==> src/rtl/bus_pkg.sv <==
// Shared types and default constants for the CPU/DMA bus arbiter.
package bus_pkg;

  typedef enum logic [2:0] {
    IDLE  = 3'd0,
    HALT  = 3'd1,
    ALIGN = 3'd2,
    READ  = 3'd3,
    WRITE = 3'd4
  } dma_state_e;

  localparam logic [15:0] DMA_TRIGGER_ADDR_DEFAULT = 16'h4014;
  localparam logic [15:0] DMA_TARGET_ADDR_DEFAULT  = 16'h2004;
  localparam int unsigned DMA_LENGTH_DEFAULT       = 256;

endpackage

==> src/rtl/bus_dma_arbiter.sv <==
// Shares the CPU memory bus between the CPU core and a sprite DMA engine.
// IDLE passes the CPU bus straight through; a write of page P to the trigger
// address stalls the CPU and copies DMA_LENGTH bytes from {P,00} to the
// target address, one read and one write bus cycle per byte.
// Optional: `define DMA_ODD_CYCLE_ALIGN_EN inserts one ALIGN dead cycle when
// the DMA is triggered on an odd-parity tick.
module bus_dma_arbiter
  import bus_pkg::*;
#(
  parameter logic [15:0] DMA_TRIGGER_ADDR = DMA_TRIGGER_ADDR_DEFAULT,
  parameter logic [15:0] DMA_TARGET_ADDR  = DMA_TARGET_ADDR_DEFAULT,
  parameter int unsigned DMA_LENGTH       = DMA_LENGTH_DEFAULT
) (
  input  logic        clock_i,
  input  logic        reset_i,
  input  logic        cycle_tick_i,
  input  logic [15:0] cpu_address_i,
  input  logic        cpu_address_valid_i,
  input  logic [7:0]  cpu_data_i,
  input  logic        cpu_data_valid_i,
  output logic [7:0]  cpu_data_o,
  output logic        cpu_data_valid_o,
  output logic        cpu_stall_o,
  output logic [15:0] mem_address_o,
  output logic        mem_address_valid_o,
  output logic [7:0]  mem_data_o,
  output logic        mem_write_o,
  input  logic [7:0]  mem_data_i,
  input  logic        mem_data_valid_i
);

  localparam logic [7:0] LAST_IDX = 8'(DMA_LENGTH - 1);

  dma_state_e state_q, state_d;
  logic [7:0] page_q, page_d;
  logic [7:0] idx_q, idx_d;
  logic [7:0] data_q, data_d;
  logic       stall_q, stall_d;
  logic       trigger;

`ifdef DMA_ODD_CYCLE_ALIGN_EN
  logic parity_q, parity_d;
  logic align_q, align_d;
`endif

  // State register: reset wins over everything, otherwise advance only on a tick.
  always_ff @(posedge clock_i) begin
    if (reset_i) begin
      state_q  <= IDLE;
      page_q   <= '0;
      idx_q    <= '0;
      data_q   <= '0;
      stall_q  <= 1'b0;
`ifdef DMA_ODD_CYCLE_ALIGN_EN
      parity_q <= 1'b0;
      align_q  <= 1'b0;
`endif
    end else if (cycle_tick_i) begin
      state_q  <= state_d;
      page_q   <= page_d;
      idx_q    <= idx_d;
      data_q   <= data_d;
      stall_q  <= stall_d;
`ifdef DMA_ODD_CYCLE_ALIGN_EN
      parity_q <= parity_d;
      align_q  <= align_d;
`endif
    end
  end

  // Next-state logic plus the bus mux: passthrough in IDLE, DMA-driven otherwise.
  always_comb begin
    state_d             = state_q;
    page_d              = page_q;
    idx_d               = idx_q;
    data_d              = data_q;
    mem_address_o       = '0;
    mem_address_valid_o = 1'b0;
    mem_data_o          = '0;
    mem_write_o         = 1'b0;
    cpu_data_o          = '0;
    cpu_data_valid_o    = 1'b0;
    trigger             = cpu_address_valid_i & cpu_data_valid_i &
                          (cpu_address_i == DMA_TRIGGER_ADDR);
`ifdef DMA_ODD_CYCLE_ALIGN_EN
    parity_d            = ~parity_q;
    align_d             = align_q;
`endif

    unique case (state_q)
      IDLE: begin
        mem_address_o       = cpu_address_i;
        mem_address_valid_o = cpu_address_valid_i;
        mem_data_o          = cpu_data_i;
        mem_write_o         = cpu_data_valid_i;
        cpu_data_o          = mem_data_i;
        cpu_data_valid_o    = mem_data_valid_i;
        if (trigger) begin
          page_d  = cpu_data_i;
          idx_d   = '0;
          state_d = HALT;
`ifdef DMA_ODD_CYCLE_ALIGN_EN
          // Remember the parity of the tick on which HALT is entered.
          align_d = parity_q;
`endif
        end
      end
      HALT: begin
        state_d = READ;
`ifdef DMA_ODD_CYCLE_ALIGN_EN
        if (align_q) state_d = ALIGN;
`endif
      end
      ALIGN: begin
        state_d = READ;
      end
      READ: begin
        // Low byte is the index itself, so it never carries into the page.
        mem_address_o       = {page_q, idx_q};
        mem_address_valid_o = 1'b1;
        if (mem_data_valid_i) begin
          data_d  = mem_data_i;
          state_d = WRITE;
        end
      end
      WRITE: begin
        mem_address_o       = DMA_TARGET_ADDR;
        mem_address_valid_o = 1'b1;
        mem_data_o          = data_q;
        mem_write_o         = 1'b1;
        if (idx_q == LAST_IDX) begin
          state_d = IDLE;
        end else begin
          idx_d   = idx_q + 8'd1;
          state_d = READ;
        end
      end
      default: begin
        state_d = IDLE;
      end
    endcase

    stall_d = (state_d != IDLE);
  end

  assign cpu_stall_o = stall_q;

endmodule

==> config.mk <==
export PLATFORM = sky130hd
export DESIGN_NAME = bus_dma_arbiter
export DESIGN_NICKNAME = d
export VERILOG_FILES = /design/src/rtl/bus_pkg.sv /design/src/rtl/bus_dma_arbiter.sv
export SDC_FILE = /design/constraint.sdc
export NUM_CORES = 1
export LEC_CHECK = 0
export ABC_AREA = 1
export BUFFER_PORTS_ARGS = -buffer_cell sky130_fd_sc_hd__buf_2
export CAP_MARGIN = 10
export CORE_MARGIN = 3
export CORE_UTILIZATION = 40
export CTS_CLUSTER_DIAMETER = 120
export DETAILED_ROUTE_END_ITERATION = 10
export PLACE_DENSITY = 0.76
export SETUP_SLACK_MARGIN = 0.02
export SLEW_MARGIN = 15
export SYNTH_ARGS = -nofsm -noshare
export SYNTH_HDL_FRONTEND = slang
export SYNTH_SLANG_ARGS = --single-unit
==> constraint.sdc <==
create_clock -name clock_i -period 3.45 [get_ports clock_i]
set_input_delay 0.8625 -clock clock_i [delete_from_list [all_inputs] [get_ports clock_i]]
set_output_delay 0.8625 -clock clock_i [all_outputs]
set_load 0.03 [all_outputs]
# After elaboration in Yosys (flattened, before gate mapping)
# Cells that the tools add are included.
# Widths: inputs -> output; s select.
# word_totals
in_bits	38
reg_bits	28
out_inout_bits	36
# classes
reduce_logical	8
eq_ne	8
n_mux	13
bitwise	2
n_addsub	1
# op_table
operator	count
$pmux 16 s3	1
$pmux 8 s2	2
$mux 8	3
$eq 16x15->1 const B	1
$pmux 3 s4	1
$add 8x1->8 const B	1
$eq 8x8->1 const B	1
$eq 3x2->1 const B	2
$mux 3	2
$reduce_and 3->1	2
$ne 2x2->1 const B	2
$pmux 1 s2	2
$reduce_and 4->1	1
$reduce_or 2->1	2
$eq 3x1->1 const B	1
$eq 3x3->1 const B	1
$logic_not 3->1	1
$reduce_bool 3->1	1
$and 1x1->1	2
$mux 2	1
$reduce_bool 2->1	1
$mux 1	1

# Logic depth before layout (Yosys ltp)
# Gate-level depths: netlist (run 1).
# depth
ltp_word	5
ltp_mapped	10
mapped_depth_nobuf	10

# Worst setup path after synthesis (run 1)
# Ideal clock, no wire load.
# synth_path
kind	reg2out
start	register state_q[2]
end	output mem_address_o[0]
t_required_ns	2.588
n_path_buf	2
arrival_time_ns	1.577
slack_ns	1.010
path_stages_with_launch	6
cell_sequence	dfxtp_1 > buf_2 > inv_2 > nand3_1 > clkbuf_1 > o21ai_0
# synth_between
elab_chain_len	2
# synth_lines
item	line	text
start, declared	bus_dma_arbiter.sv:34	dma_state_e state_q, state_d;
start signal, assigned	bus_dma_arbiter.sv:59	state_q <= state_d;
$eq 3x3->1 (tied with other cells)	bus_dma_arbiter.sv:90	unique case (state_q)
$pmux 16 s3 *	bus_dma_arbiter.sv:90	
end, declared	bus_dma_arbiter.sv:24	output logic [15:0] mem_address_o,
# Every way passes the cells marked *; elsewhere a longest branch is shown, timed or not.

# Worst setup path after layout (run 1)
# layout_path
start	register state_q[0]
end	output mem_address_o[14]
# Same word-level chain as after synthesis.

==> impl_metrics.yaml, run 1 <==
setup_path:
  r2r-end: "idx_q[0]"
  worstSetupPathDepth: 6
  ff2ff_path_depth: 7
  ff2ff_setup_slack_ns: 1.49
  crit_type: "reg -> out"
  startpoint_type: "flip-flop"
  crit_chain: "nor2_4 -> nand2_4 -> inv_1 -> nand2_1 -> o21ai_0 -> buf_2"
  startpoint: "state_q[0]"
  r2r_start: "state_q[0]"
  cp-end-kind: "output pin"
  crit_arrival_ns: 1.95
  required_ns: 2.59
  path_max_fanout: 21
  cp_num_buf_inv: 2
  cp_slowest_cell: "inv_1"
  cp_slowest_stage_delay_ns: 0.49
  path_delay_family: "buffers and inverters"
  crit_end: "mem_address_o[14]"
routing:
  ant_nets: 0
  vias: 1993
  routed_via_density: 5.01
  drt-pass1-iter-count: 4
  drtIter0Drc: 157
  drc: 0
  routedWlPerCell_um: 12.3
  wl_mm: 4.91
grt:
  grt.overflow.total: 0
  grt_max_degree: 22
  first_global_vias: 1805
  grt_pass1_wl_mm: 8.09
  grt_usage_pct: 18.6
  grt_antenna_before_repair: 0
cts:
  cts_max_level: 1
  cts_root_buffer: "clkbuf_8"
  cts-buffers-inserted: 3
  clk_pin_slew_ns: 0.10
  clk_latency_ns: 0.28
  cts_tree: "done"
  cts_setup_buffers: 0
  holdBufCountCts: 0
  cts_resized: 0
  clockBufferDepth: 2
  cts_sinks: 28
synth:
  ys_warn_count: 0
  synth_cell_types: 27
  syn_area_um2: 1760
  synth_edf_count: 0
  netlist_instances: 280
  synth_fp_nets: 319
  async_flop_share_pct: 0
  ys_ff_latch: 28
  avgSynthCellArea_um2: 6.28
  synth-main-ff-cell: "dfxtp_1"
  seq_area_frac_synth_pct: 31.9
finish:
  fin_cells: 398
  area_growth_pct: 25.2
  n_antenna_cell: 0
  final_nets: 388
  drive_above_1_share_pct: 25.9
floorplanning:
  core_um2: 4120
  dieArea_um2: 5230
  io_pins: 74
  die_x_um: 72.3
  row_count: 23
  die_h_um: 72.3
  initial_core_util_pct: 42.7
power_and_ir_drop:
  p_leak_nw: 1.15
  pwr-share-comb_pct: 18.4
  p_clk_share_pct: 36.9
  swShare_pct: 27.7
  p_switching_mw: 0.200
  irDropWorstVdd_mv: 0.219
  power_density_nw_per_um2: 328
  p_seq_share_pct: 44.7
  internal-power_mw: 0.522
timing:
  setup_viol: 0
  slew_violations: 0
  final.setup.tns_ns: 0
  fmaxAchievable_mhz: 356
  hold_violations: 0
  period_minus_slack_ns: 2.81
  fin_crit_sh_pct: 81.4
  skew_ns: 0.00675
  rsz0062_at_grt: "false"
  worst_pin_slew_ns: 0.609
  relSlewSlack_pct: 59.3
hold_path:
  holdPathStages: 2
  hold_class: "reg -> reg"
place:
  hpwl_mm: 3.73
  gp_congestion: 0.837
  dp.cells: 394
  port_buffers: 73
outcome:
  outcome: "finished, final reports clean"
flow_run:
  maxCapViolCount: 0
==> flip-flops by register name, indices dropped and copies added, names as in the netlist <==
name / flops
data_q: 8
cpu_stall_o: 1
page_q: 8
state_q: 3
idx_q: 8
==> final cells by class <==
| class | instances | area [µm²] |
|---|---|---|
| Fill cell | 423 | 1910 |
| Timing Repair Buffer | 73 | 365 |
| Multi-Input combinational cell | 200 | 978 |
| Clock inverter | 1 | 30.0 |
| Clock buffer | 3 | 41.3 |
| Tap cell | 50 | 62.6 |
| Sequential cell | 28 | 561 |
| Inverter | 43 | 163 |
==> cell usage in the layout, fill, tap and decap left out, types with 2 or more instances in the layout <==
master    instances
clkbuf_8          3
o22ai_1           3
nand2_2           3
a22o_1            8
inv_1            39
nor2_4            2
nand2_1          65
o21ai_0          26
dfxtp_1          28
nor3_4            2
nand3_1          18
xor2_1            2
nor2_1           44
buf_2            73
clkinv_1          2
a21oi_1          20
==> layer usage <==
layer	part of all wire (%)	track usage (%)
met5	0	0
met4	1.4	5.01
met3	5.4	1.80
met2	47	31.0
met1	46	25.5
==> worst reg2reg max path: stages (launching register included) <==
cell,delay [ns]
dfxtp_1,0.36
nor2_4,0.20
nand2_4,0.16
inv_1,0.49
nand2_2,0.27
nand2_2,0.21
nand2_1,0.07
a21oi_1,0.13
==> metrics by stage <==
stage                     hold WS, ns  util [%]  area, µm²  power (mW)  setup slack [ns]
after floorplan                 0.468         -       1760       0.410              1.01
after global placement          0.488      51.7       2130       0.463             0.971
after detailed placement        0.491      51.7       2130       0.463             0.945
after CTS                       0.505      53.5       2200       0.729             0.629
after global routing            0.541      53.5       2200       0.745             0.421
final                           0.503      53.5       2200       0.722             0.641
==> cell usage after synthesis (2+ instances only) <==
cell      instances  share of area [%]
nor2_1           44                9.4
a21oi_1          20                5.7
clkinv_1          2               0.43
nand3_1          18                5.1
buf_6             2                1.3
clkbuf_1          3               0.64
o22ai_1           3                1.1
xor2_1            2                1.0
inv_1            39                8.3
nand2_1          65                 14
nor2_4            2                1.3
o21ai_0          26                7.4
a22o_1            8                4.0
buf_2             3               0.85
dfxtp_1          28                 32
nor3_4            2                1.9
nand2_2           3                1.1
==> worst min path at each step <==
stage | startpoint | endpoint | slack (ns)
CTS | idx_q[4] | idx_q[4] | 0.51
global route | idx_q[4] | idx_q[4] | 0.54
global placement | idx_q[4] | idx_q[4] | 0.49
detailed placement | idx_q[4] | idx_q[4] | 0.49
finish | idx_q[4] | idx_q[4] | 0.50
floorplan | idx_q[7] | idx_q[7] | 0.47
==> power by group through the flow <==
stage               clock [mW]  combinational [mW]  sequential [mW]
finish                   0.266               0.133            0.323
global route             0.279               0.143            0.323
CTS                      0.272               0.133            0.323
detailed placement           0               0.133            0.330
global placement             0               0.132            0.330
floorplan                    0              0.0800            0.330
==> cell families (layout without fill, tap and decap cells) <==
kind of cell / Yosys count / count (layout) / synth area share (%)
AOI/OAI and AO/OA: 57 / 57 / 18.1
xor gates and xnor gates: 2 / 2 / 0.997
adders and majority gates: 1 / 1 / 0.712
buffers and inverters: 52 / 120 / 12.5
DFF: 28 / 28 / 31.9
and+or+nand+nor: 140 / 140 / 35.8
Power figures use the tool's default switching activity.
==> inputs of run 2 (changes only) <==
--- a/config.mk
+++ b/config.mk
@@ -12,7 +12,7 @@
 export CORE_UTILIZATION = 40
 export CTS_CLUSTER_DIAMETER = 120
 export DETAILED_ROUTE_END_ITERATION = 10
-export PLACE_DENSITY = 0.76
+export PLACE_DENSITY = 0.78
 export SETUP_SLACK_MARGIN = 0.02
 export SLEW_MARGIN = 15
 export SYNTH_ARGS = -nofsm -noshare
==> constraint.sdc (replaced) <==
create_clock -name clock_i -period 2.3 [get_ports clock_i]
set_input_delay 0.575 -clock clock_i [delete_from_list [all_inputs] [get_ports clock_i]]
set_output_delay 0.575 -clock clock_i [all_outputs]
set_load 0.03 [all_outputs]
==> impl_metrics.yaml, run 2 (synthesis results as in run 1) <==
outcome:
  outcome: "finished, final reports clean"
finish:
  nFillCells: 415
  final_nets: 395
  final_common_cell: "buf_2"
  n_antenna_cell: 0
  area_growth_pct: 30.3
  multi_input_area_um2: 997
  reg_top3: "data_q: 8 flops, idx_q: 8 flops, page_q: 8 flops"
  seqCellArea_um2: 561
  mostFrequentLayoutCells: "71 x buf_2, 65 x nand2_1, 44 x nor2_1"
  post-route-cell-area_um2: 2290
  drive_above_1_share_pct: 27.9
setup_path:
  cp-end-kind: "output pin"
  crit_type: "reg -> out"
  path_max_fanout: 11
  crit_arrival_ns: 1.64
  startpoint_type: "flip-flop"
  required_ns: 1.73
cts:
  cts_max_level: 1
  clockBufferDepth: 2
  cts_root_buffer: "clkbuf_8"
  holdBufCountCts: 0
  clk_pin_slew_ns: 0.10
  cts_sinks: 28
  cts-buffers-inserted: 3
  cts_tree: "done"
  clk_latency_ns: 0.28
timing:
  fin_crit_sh_pct: 96.3
  hold_violations: 0
  slew_violations: 0
  setup_viol: 0
  rsz0062_at_grt: "false"
  timing.final.ws_setup_ns: 0.0852
  fmaxAchievable_mhz: 452
  relSlewSlack_pct: 64.1
  final.setup.tns_ns: 0
  skew_ns: 0.00132
  period_minus_slack_ns: 2.21
  worst_pin_slew_ns: 0.537
grt:
  grt_antenna_before_repair: 0
  first_global_vias: 1841
  grt_usage_pct: 18.2
  grt_max_degree: 22
  grt.overflow.total: 0
  grt_pass1_wl_mm: 7.87
routing:
  routed_via_density: 5.05
  wl_met2_mm: 2.43
  wl_met1_mm: 2.17
  vias: 2044
  drc: 0
  top_layer_used: "met4"
  wl_mm: 5.05
  drt-pass1-iter-count: 5
  drtIter0Drc: 162
  routedWlPerCell_um: 12.5
  ant_nets: 0
  met3_length_um: 390
floorplanning:
  die_x_um: 72.3
  die_h_um: 72.3
  dieArea_um2: 5230
  core_um2: 4120
  row_count: 23
  io_pins: 74
  initial_core_util_pct: 42.7
place:
  port_buffers: 73
  pre_cts_ws_ns: 0.311
  gp_congestion: 0.840
  hpwl_mm: 3.72
  dpl_cell_area_um2: 2150
hold_path:
  hold_class: "reg -> reg"
power_and_ir_drop:
  irDropWorstVdd_mv: 0.205
  p_leak_nw: 1.19
  power_density_nw_per_um2: 469
flow_run:
  maxCapViolCount: 0
[run 2: changes by cell type in the layout (fill, tap and decap cells not counted), sizes merged]
| cell | delta |
|---|---|
| buf | +6 |
| clkinv | -1 |
| clkinvlp | +2 |
[run 2: routing by layer]
layer,vias to the layer above,global-route usage (%)
met5,-,0
met4,0,6.47
met2,97,30.6
li1,1038,-
met1,902,24.0
met3,7,2.08
[run 2: final timing paths]
check / start / endpoint / slack (ns) / cells past startpoint
worst max register to register: idx_q[0] / idx_q[1] / 0.65 / 10
worst min register to register: idx_q[2] / idx_q[2] / 0.51 / 2
worst max-delay path: state_q[0] / mem_data_o[2] / 0.09 / 5
worst min-delay path: idx_q[2] / idx_q[2] / 0.51 / 2
[run 2: layout make-up]
type                       count  share of cell area (%)
timing repair inverter         1                   0.218
timing repair buffer          79                    18.7
inverter                      43                    7.26
tap                           50                    2.73
clock buffer                   3                    1.80
clock inverter                 1                    1.31
sequential                    28                    24.5
multi-input combinational    200                    43.5
[run 2: worst max-delay path, cell delays in order (launching register included)]
cell        delay (ns)
dfxtp_1           0.45
nor2_4            0.10
nand2_4           0.16
clkinvlp_2        0.22
a22o_1            0.25
buf_2             0.17
[run 2: what timing repair did]
action                                  4_1_cts  5_1_grt
pin swaps                                     0        2
cloned                                        0        1
buffers inserted                              0        3
resized for setup                             2        7
endpoints found under the setup margin        2       23
[run 2: per-stage QoR]
stage / power, mW / cells / hold slack [ns] / util (%)
2_1_floorplan: 0.616 / 280 / 0.468 / -
3_3_place_gp: 0.693 / 397 / 0.486 / 52.3
3_5_place_dp: 0.694 / 397 / 0.489 / 52.3
4_1_cts: 1.08 / 401 / 0.513 / 54.2
5_1_grt: 1.11 / 405 / 0.548 / 55.7
6_report: 1.07 / 405 / 0.513 / 55.7
[run 2: report_power, final]
| part | total (mW) | switching (mW) | leakage [nW] | internal [mW] |
|---|---|---|---|---|
| registers | 0.484 | 0.000000759 | 0.225 | 0.484 |
| logic | 0.200 | 0.133 | 0.924 | 0.0669 |
| clock network | 0.391 | 0.158 | 0.0357 | 0.233 |
